[config.mk]
export PLATFORM = sky130hd
export DESIGN_NAME = rng_debias_packer
export DESIGN_NICKNAME = d
export VERILOG_FILES = /design/src/rtl/rng_pkg.sv /design/src/rtl/rng_byte_fifo.sv /design/src/rtl/rng_debias_packer.sv
export SDC_FILE = /design/constraint.sdc
export NUM_CORES = 1
export LEC_CHECK = 0
export CAP_MARGIN = 20
export CORE_AREA = 8 8 102 174
export DETAILED_ROUTE_END_ITERATION = 10
export DIE_AREA = 0 0 110 182
export PLACE_DENSITY = 0.82
export SLEW_MARGIN = 10
export SYNTH_ARGS = -nofsm -noshare
export SYNTH_HDL_FRONTEND = slang
export SYNTH_SLANG_ARGS = --single-unit
[constraint.sdc]
create_clock -name clk -period 3.7 [get_ports clk]
set_clock_uncertainty 0.2 [all_clocks]
set_input_delay 0.74 -clock clk [delete_from_list [all_inputs] [get_ports clk]]
set_output_delay 0.74 -clock clk [all_outputs]
set_load 0.005 [all_outputs]
[src/rtl/rng_pkg.sv]
// Shared types and constants for the hardware RNG debias/pack datapath.
package rng_pkg;

    localparam int BITS_PER_BYTE = 8;

    typedef logic [BITS_PER_BYTE-1:0] byte_t;

    typedef enum logic {
        PAIR_IDLE,
        PAIR_HAVE_FIRST
    } pair_state_e;

endpackage

[src/rtl/rng_byte_fifo.sv]
// Synchronous byte FIFO. A push at full is accepted only when a pop happens in
// the same cycle. head reads zero while empty.
module rng_byte_fifo
    import rng_pkg::*;
#(
    parameter int DEPTH = 16
) (
    input  logic                   clk,
    input  logic                   reset_n,
    input  logic                   push,
    input  logic [7:0]             push_data,
    output logic                   full,
    input  logic                   pop,
    output logic [7:0]             head,
    output logic                   empty,
    output logic [$clog2(DEPTH):0] level
);

    localparam int AW = $clog2(DEPTH);
    localparam logic [AW:0] DEPTH_CNT = (AW + 1)'(DEPTH);

    byte_t           mem [DEPTH];
    logic [AW-1:0]   wr_ptr;
    logic [AW-1:0]   rd_ptr;
    logic [AW:0]     count;
    logic            wr_en;
    logic            rd_en;

    assign full  = (count == DEPTH_CNT);
    assign empty = (count == '0);
    assign level = count;

    assign rd_en = pop && !empty;
    assign wr_en = push && (!full || rd_en);

    always_ff @(posedge clk or negedge reset_n) begin
        if (!reset_n) begin
            wr_ptr <= '0;
            rd_ptr <= '0;
            count  <= '0;
        end else begin
            if (wr_en) wr_ptr <= wr_ptr + 1'b1;
            if (rd_en) rd_ptr <= rd_ptr + 1'b1;
            case ({wr_en, rd_en})
                2'b10:   count <= count + 1'b1;
                2'b01:   count <= count - 1'b1;
                default: count <= count;
            endcase
        end
    end

    // NOTE: storage has no reset; stale contents are never visible because
    // head is forced to zero whenever the FIFO is empty.
    always_ff @(posedge clk) begin
        if (wr_en) mem[wr_ptr] <= push_data;
    end

    assign head = empty ? '0 : mem[rd_ptr];

endmodule

[src/rtl/rng_debias_packer.sv]
// Ring-oscillator bit synchroniser, sample divider, von Neumann extractor and
// byte packer feeding a byte FIFO toward the UART TX and a 4-byte display word.
module rng_debias_packer
    import rng_pkg::*;
#(
    parameter int SAMPLE_DIV = 4,
    parameter int FIFO_DEPTH = 16,
    parameter int DROP_CNT_W = 16
) (
    input  logic                        clk,
    input  logic                        reset_n,
    input  logic                        raw_bit,
    input  logic                        enable,
    output logic [7:0]                  out_byte,
    output logic                        out_valid,
    input  logic                        out_ready,
    output logic [31:0]                 disp_word,
    output logic                        overflow,
    output logic [DROP_CNT_W-1:0]       drop_count,
    output logic [$clog2(FIFO_DEPTH):0] fifo_level
);

    localparam logic [7:0] DIV_LAST = 8'(SAMPLE_DIV - 1);
    localparam logic [2:0] CNT_LAST = 3'(BITS_PER_BYTE - 1);

    logic                     sync_q1;
    logic                     sync_q2;
    logic [7:0]               div_cnt;
    logic                     tick;
    pair_state_e              state_q;
    pair_state_e              state_d;
    logic                     first_q;
    logic                     deb_valid;
    logic                     deb_bit;
    logic [BITS_PER_BYTE-2:0] sr_q;
    logic [2:0]               bit_cnt_q;
    byte_t                    byte_next;
    logic                     byte_done;
    logic                     fifo_full;
    logic                     fifo_empty;
    logic                     fifo_pop;
    logic                     push_ok;
    logic                     push_drop;

    // Two-flop synchroniser for the asynchronous ring-oscillator output.
    always_ff @(posedge clk or negedge reset_n) begin
        if (!reset_n) begin
            sync_q1 <= 1'b0;
            sync_q2 <= 1'b0;
        end else begin
            sync_q1 <= raw_bit;
            sync_q2 <= sync_q1;
        end
    end

    always_ff @(posedge clk or negedge reset_n) begin
        if (!reset_n) begin
            div_cnt <= '0;
        end else if (!enable || div_cnt == DIV_LAST) begin
            div_cnt <= '0;
        end else begin
            div_cnt <= div_cnt + 1'b1;
        end
    end

    assign tick = enable && (div_cnt == DIV_LAST);

    // Pair FSM: state register.
    always_ff @(posedge clk or negedge reset_n) begin
        if (!reset_n) begin
            state_q <= PAIR_IDLE;
            first_q <= 1'b0;
        end else begin
            state_q <= state_d;
            if (tick && state_q == PAIR_IDLE) first_q <= sync_q2;
        end
    end

    // NOTE: every combinational output gets a default first so no path
    // through the block leaves it unassigned and infers a latch.
    always_comb begin
        state_d = state_q;
        if (!enable) begin
            state_d = PAIR_IDLE;
        end else if (tick) begin
            case (state_q)
                PAIR_IDLE:       state_d = PAIR_HAVE_FIRST;
                PAIR_HAVE_FIRST: state_d = PAIR_IDLE;
                default:         state_d = PAIR_IDLE;
            endcase
        end
    end

    // Pairs 01 and 10 yield the first bit; 00 and 11 are discarded.
    always_comb begin
        deb_valid = 1'b0;
        deb_bit   = first_q;
        if (tick && state_q == PAIR_HAVE_FIRST && sync_q2 != first_q) begin
            deb_valid = 1'b1;
        end
    end

    assign byte_next = {sr_q, deb_bit};
    assign byte_done = deb_valid && (bit_cnt_q == CNT_LAST);

    // Only the low seven bits are kept; the eighth bit arrives with the push.
    always_ff @(posedge clk or negedge reset_n) begin
        if (!reset_n) begin
            sr_q      <= '0;
            bit_cnt_q <= '0;
        end else if (deb_valid) begin
            sr_q      <= byte_next[BITS_PER_BYTE-2:0];
            bit_cnt_q <= byte_done ? 3'd0 : bit_cnt_q + 3'd1;
        end
    end

    assign out_valid = !fifo_empty;
    assign fifo_pop  = out_valid && out_ready;
    assign push_ok   = byte_done && (!fifo_full || fifo_pop);
    assign push_drop = byte_done && fifo_full && !fifo_pop;

    rng_byte_fifo #(
        .DEPTH (FIFO_DEPTH)
    ) u_fifo (
        .clk       (clk),
        .reset_n   (reset_n),
        .push      (byte_done),
        .push_data (byte_next),
        .full      (fifo_full),
        .pop       (fifo_pop),
        .head      (out_byte),
        .empty     (fifo_empty),
        .level     (fifo_level)
    );

    always_ff @(posedge clk or negedge reset_n) begin
        if (!reset_n) begin
            disp_word <= '0;
        end else if (push_ok) begin
            disp_word <= {disp_word[23:0], byte_next};
        end
    end

    // Drop statistics are sticky until reset; the counter holds at all-ones.
    always_ff @(posedge clk or negedge reset_n) begin
        if (!reset_n) begin
            overflow   <= 1'b0;
            drop_count <= '0;
        end else if (push_drop) begin
            overflow <= 1'b1;
            if (drop_count != '1) drop_count <= drop_count + 1'b1;
        end
    end

endmodule

# --- After elaboration in Yosys (flattened, before gate mapping) ---
# Memory sizes are Yosys's and may differ from the RTL's.
# Cells that the tools add are included.
# W data, S select, Z words.
totals:
  ff_bits: 84
  ram_bits: 128
  output_inout_bits: 63
  word_cells: 61
  input_bits: 5
  n_memories: 1
mem_list:
  columns: ["memory", "words", "width", "read_ports", "rd_clocked_by_memory_dff", "write_ports", "line_no", "source"]
  rows:
  - ["u_fifo.mem", 16, 8, 1, 0, 1, "rng_byte_fifo.sv:22", "byte_t mem [DEPTH];"]
classes:
  n_mux: 10
  eq_ne: 8
  add_sub_neg: 7
  reduce_logical: 21
  bitwise: 1
ops:
  columns: ["operator", "n"]
  rows:
  - ["$add A16 B1 Y16 const B", 1]
  - ["$mux W8", 2]
  - ["$ne A16 B16 Y1 const B", 1]
  - ["$logic_and A1 B1 Y1", 11]
  - ["$pmux W5 S2", 1]
  - ["$add A4 B1 Y4 const B", 2]
  - ["$add A8 B1 Y8 const B", 1]
  - ["$eq A8 B2 Y1 const B", 1]
  - ["$add A5 B1 Y5 const B", 1]
  - ["$eq A5 B5 Y1 const B", 1]
  - ["$logic_not A5 Y1", 1]
  - ["$mux W1", 5]
  - ["$sub A5 B1 Y5 const B", 1]
  - ["$logic_not A1 Y1", 4]
  - ["$add A3 B1 Y3 const B", 1]
  - ["$eq A3 B3 Y1 const B", 1]
  - ["$logic_or A1 B1 Y1", 3]
  - ["$mux W3", 1]
  - ["$eq A2 B1 Y1 const B", 1]
  - ["$eq A2 B2 Y1 const B", 1]
  - ["$ne A2 B1 Y1 const B", 1]
  - ["$pmux W1 S2", 1]
  - ["$reduce_and A2 Y1", 1]
  - ["$reduce_bool A2 Y1", 1]
  - ["other kinds (2)", 2]

# --- Depth between registers and ports, before layout ---
# Gate-level depths: netlist of run 1.
depth:
  depth_word: 9
  mapped_depth: 11
  ltp_nobuf: 11

# --- Modules after synthesis ---
# From an unflattened synthesis of run 1, not the netlist that was laid out.
hier_totals:
  hier_cells: 530
  hier_area_um2: 9023.7
modules_own_cells:
  columns: ["mod", "n_inst", "area_each_um2", "cells_each", "seq_area_each_um2"]
  rows:
  - ["rng_byte_fifo", 1, 5878.1, 302, 4169.0]
  - ["rng_debias_packer", 1, 3145.5, 228, 1776.7]

# --- Worst setup path after synthesis of run 1 ---
# Ideal clock, no wire load.
synth_timing:
  path_kind: "register -> output"
  from: "register u_fifo.rd_ptr[0]"
  to: "output port out_byte[0]"
  path_buffers: 2
  slack_ps: 676
  stages_incl_launch_ff: 6
  arrival_time_ps: 2084
  cell_sequence: "dfrtp_1 > clkbuf_1 > buf_2 > mux4_2 > mux4_2 > nor2b_1"
synth_via:
  elab_chain_len: 2
synth_lines:
  columns: ["item", "line_no", "source"]
  rows:
  - ["start, declared", "rng_byte_fifo.sv:24", "logic [AW-1:0] rd_ptr;"]
  - ["start signal, assigned", "rng_byte_fifo.sv:43", "if (rd_en) rd_ptr <= rd_ptr + 1'b1;"]
  - ["$mem_v2 Z16 W8", null, null]
  - ["$mux W8", "rng_byte_fifo.sv:58", "assign head = empty ? '0 : mem[rd_ptr];"]
  - ["end, declared", "rng_debias_packer.sv:14", "output logic [7:0] out_byte,"]
# No other way between the ends.

# --- Worst setup path in the final report of run 1 ---
layout_timing:
  from: "register u_fifo.rd_ptr[0]"
  to: "output port out_byte[6]"
# The elaborated chain is that of the path after synthesis.

==> results of run 1 <==
cells in the final DEF, fill, tap and decap left out, drive strengths merged, types with 10 or more instances in the layout:
master and n:
edfxtp 128, dfrtp 84, clkdlybuf4s50 58, mux2 43
mux4 40, xnor2 27, buf 25, clkbuf 24
nand2 17, nor2 14, nand3 14, ha 11
nor2b 10, nand4 10, nor3b 10
routing by layer:
metal  global-route usage (%)  up-vias
met5                        0        -
met4                     5.82        0
met3                     2.52       31
met2                     35.6      141
met1                     22.2     2418
li1                         -     2106
power breakdown:
part / switching, W / total [W] / internal (W)
Clock: 0.000792 / 0.00193 / 0.00114
Sequential: 0.000142 / 0.00272 / 0.00258
Combinational: 0.000451 / 0.00101 / 0.000560
Total: 0.00139 / 0.00567 / 0.00428
logic make-up after synthesis:
group / synth area share (%)
DFF: 68.3
and+or+nand+nor: 8.54
muxes: 16.1
xor gates and xnor gates: 3.22
buffers and inverters: 1.08
AOI/OAI and AO/OA: 1.22
adders and majority gates: 1.58
sequential cells by signal, indices dropped and copies added, names as in the netlist, 3 cells and up:
register / cells
bit_cnt_q: 3
disp_word: 32
div_cnt: 8
drop_count: 16
sr_q: 7
u_fifo.level: 5
u_fifo.mem: 128
u_fifo.rd_ptr: 4
u_fifo.wr_ptr: 4
critical path, stage by stage (launching register included):
cell                            delay (ns)
sky130_fd_sc_hd__dfrtp_2              0.46
sky130_fd_sc_hd__buf_4                0.14
sky130_fd_sc_hd__buf_6                0.11
sky130_fd_sc_hd__buf_4                0.11
sky130_fd_sc_hd__mux4_2               0.50
sky130_fd_sc_hd__mux4_2               0.48
sky130_fd_sc_hd__nor2b_1              0.14
sky130_fd_sc_hd__dlygate4sd2_1        0.26
how the worst max path moves through the flow:
stage	start	to
after global placement	u_fifo.rd_ptr[0]	out_byte[7]
after floorplan	u_fifo.rd_ptr[0]	out_byte[0]
final	u_fifo.rd_ptr[0]	out_byte[6]
after global routing	u_fifo.rd_ptr[0]	out_byte[6]
after CTS	u_fifo.rd_ptr[0]	out_byte[3]
after detailed placement	enable	u_fifo.mem[1][5]
area by class of cell:
cell class	count	area, sq um	share of cell area (%)
multi-input combinational	263	2670	25.7
inverter	4	15.0	0.145
sequential	212	5950	57.3
clock inverter	8	92.6	0.893
tap	186	233	2.24
clock buffer	23	522	5.03
timing repair buffer	92	896	8.64
synthesized netlist by cell type, types with 2 or more instances:
cell	number	area [sq um]
sky130_fd_sc_hd__edfxtp_1	128	3840
sky130_fd_sc_hd__dfrtp_1	84	2100
sky130_fd_sc_hd__mux2_2	41	462
sky130_fd_sc_hd__mux4_2	40	901
sky130_fd_sc_hd__xnor2_1	27	236
sky130_fd_sc_hd__nand2_1	17	63.8
sky130_fd_sc_hd__nand3_1	14	70.1
sky130_fd_sc_hd__nor2_1	14	52.6
sky130_fd_sc_hd__ha_1	11	138
sky130_fd_sc_hd__nand4_1	10	62.6
sky130_fd_sc_hd__nor2b_1	10	62.6
sky130_fd_sc_hd__and2_1	9	56.3
sky130_fd_sc_hd__and3_1	9	56.3
sky130_fd_sc_hd__clkbuf_1	9	33.8
sky130_fd_sc_hd__nor3b_1	8	60.1
sky130_fd_sc_hd__and4_1	7	61.3
sky130_fd_sc_hd__buf_2	6	30.0
sky130_fd_sc_hd__xor2_1	5	43.8
sky130_fd_sc_hd__a31oi_1	4	25.0
sky130_fd_sc_hd__inv_1	4	15.0
sky130_fd_sc_hd__o21ai_0	4	20.0
sky130_fd_sc_hd__a21oi_1	3	15.0
sky130_fd_sc_hd__nand4b_1	3	26.3
sky130_fd_sc_hd__or2_2	3	18.8
sky130_fd_sc_hd__nand2b_1	2	12.5
sky130_fd_sc_hd__nor3_1	2	10.0
sky130_fd_sc_hd__nor3_4	2	32.5
sky130_fd_sc_hd__nor3b_2	2	25.0
sky130_fd_sc_hd__nor4_1	2	12.5
repair_timing:
action	in CTS	in global routing
pin swaps	0	0
buffers inserted	1	10
setup endpoints to repair	8	1
gates cloned	1	1
hold buffers	0	0
resized for setup	8	2
stage by stage:
step	cells	utilization (%)
6_report	788	68.1
5_1_grt	788	68.1
4_1_cts	777	67.5
3_5_place_dp	744	63.3
3_3_place_gp	744	63.3
2_1_floorplan	496	-
==> implementation parameters, run 1 <==
Parameter                              Value

Outcome
  Run status ... completed

Critical path
  Kind of end point of the critical path ... primary output
  CP Class ... flip-flop to primary output
  Destination of the worst register-to-register timing path ... u_fifo.level[2]
  Data required, critical path ... 2.76 ns
  Register-to-Register Path Depth ... 8
  Startpoint type of the worst setup path ... flip-flop
  Reg-to-reg critical path startpoint ... u_fifo.level[1]
  Setup slack on the worst flop-to-flop path ... 0.60 ns
  Critical-path maximum fanout ... 6
  Arrival time at the worst endpoint ... 2.68 ns

Power
  Power Total ... 0.00567 W
  Power density over cell area ... 547 nW/um^2
  Reported leakage power ... 3.92 nW
  Worst vdd ir ... 566 uV

Timing
  Count of pins over their slew limit ... 0
  Normalized max-slew margin ... 49.1%
  Setup ws final ... 0.0816 ns
  Slew at the pin closest to its max-slew limit ... 0.763 ns
  Unrepaired setup endpoints after global routing ... false
  Endpoints failing setup ... 0
  Worst-case hold slack ... 0.0568 ns
  Setup TNS ... 0 ns
  Tmin final ... 3.62 ns
  Upper clock frequency limit ... 276 MHz
  Fraction of the cycle the final worst path needs ... 97.8%
  Count of endpoints failing hold in the final timing report ... 0

Yosys
  Yosys warning total ... 0
  Post-Syn Instances ... 496
  Post-Syn Area per Cell ... 17.6 sq um
  Post-synthesis net count ... 512
  EDFF count, synth ... 128
  Post-synthesis instance area ... 8710 sq um
  Sequential fraction of the synthesis area ... 68.3%
  Proportion of register bits with asynchronous set or reset after synthesis ... 39.6%
  Distinct cell type count of the synthesized netlist ... 45
  Ys flop type ... sky130_fd_sc_hd__edfxtp_1
  Count of state elements after synthesis ... 212

Detailed routing
  Wire length per cell ... 23.8 um
  Met1 Routed Length ... 6710 um
  Met3 routed WL ... 832 um
  Total wire length after detailed routing ... 18800 um
  Vias after detailed routing ... 4696
  Initial DRT Pass Iterations ... 4
  DRC marker count from the first detailed-route iteration ... 306
  WL met2 ... 10700 um
  Average via count per standard cell ... 5.96
  Number of nets with antenna violations after routing ... 0
  Uppermost layer routed ... met4
  Drt drc ... 0

Place
  Area post-placement ... 9640 sq um
  Count of port buffers added during placement ... 67
  Post-DP HPWL ... 12300 um
  Routability congestion estimate from global placement ... 0.816
  Post-Place Worst Slack ... 0.302 ns

CTS
  Clk sink count ... 212
  Count of H-tree levels built during CTS ... 1
  Clock root cell ... sky130_fd_sc_hd__clkbuf_16
  Inserted Clock Buffers ... 18
  Clock buffer depth ... 3
  Clk slew on worst S/H paths ... 0.07 ns
  CTS tree ... done
  Source-to-sink clock delay at the later pin of the worst-skew pair ... 0.47 ns

Floorplanning
  Cell Rows ... 60
  Floorplan die width ... 110 um
  Initial standard-cell utilization of the core ... 57.1%
  Area of the core ... 15200 sq um
  I/O pin count ... 68
  Die extent in y ... 182 um
  Die outline area ... 20000 sq um

Run
  MaxCap Viol Count ... 0

Finish
  Post-layout net count ... 607
  Area Overhead vs Synth ... 19.1%
  Final design area excluding fillers ... 10400 sq um
  Fillcell total ... 986
  Fraction of layout instances using a drive strength above 1 ... 24.4%
  Antenna diode instance count ... 0

GRT
  Via count of the first global-routing pass ... 4989
  Initial antenna violation count ... 0
  Maximum number of pins on one net before global-route repair ... 45
  Residual overflow from global routing ... 0
  Global-route wire length before repair ... 29200 um
  Total routing usage reported by global routing ... 19.4%

Hold path
  Hold Path Class ... input port to asynchronous set/reset pin
(Power assumes the default switching activity.)
==> run 2: changes to the inputs <==
- CAP_MARGIN: 20 -> default
==> results of run 2 <==
The final DEF is identical to that of run 1; final timing and power are the same.
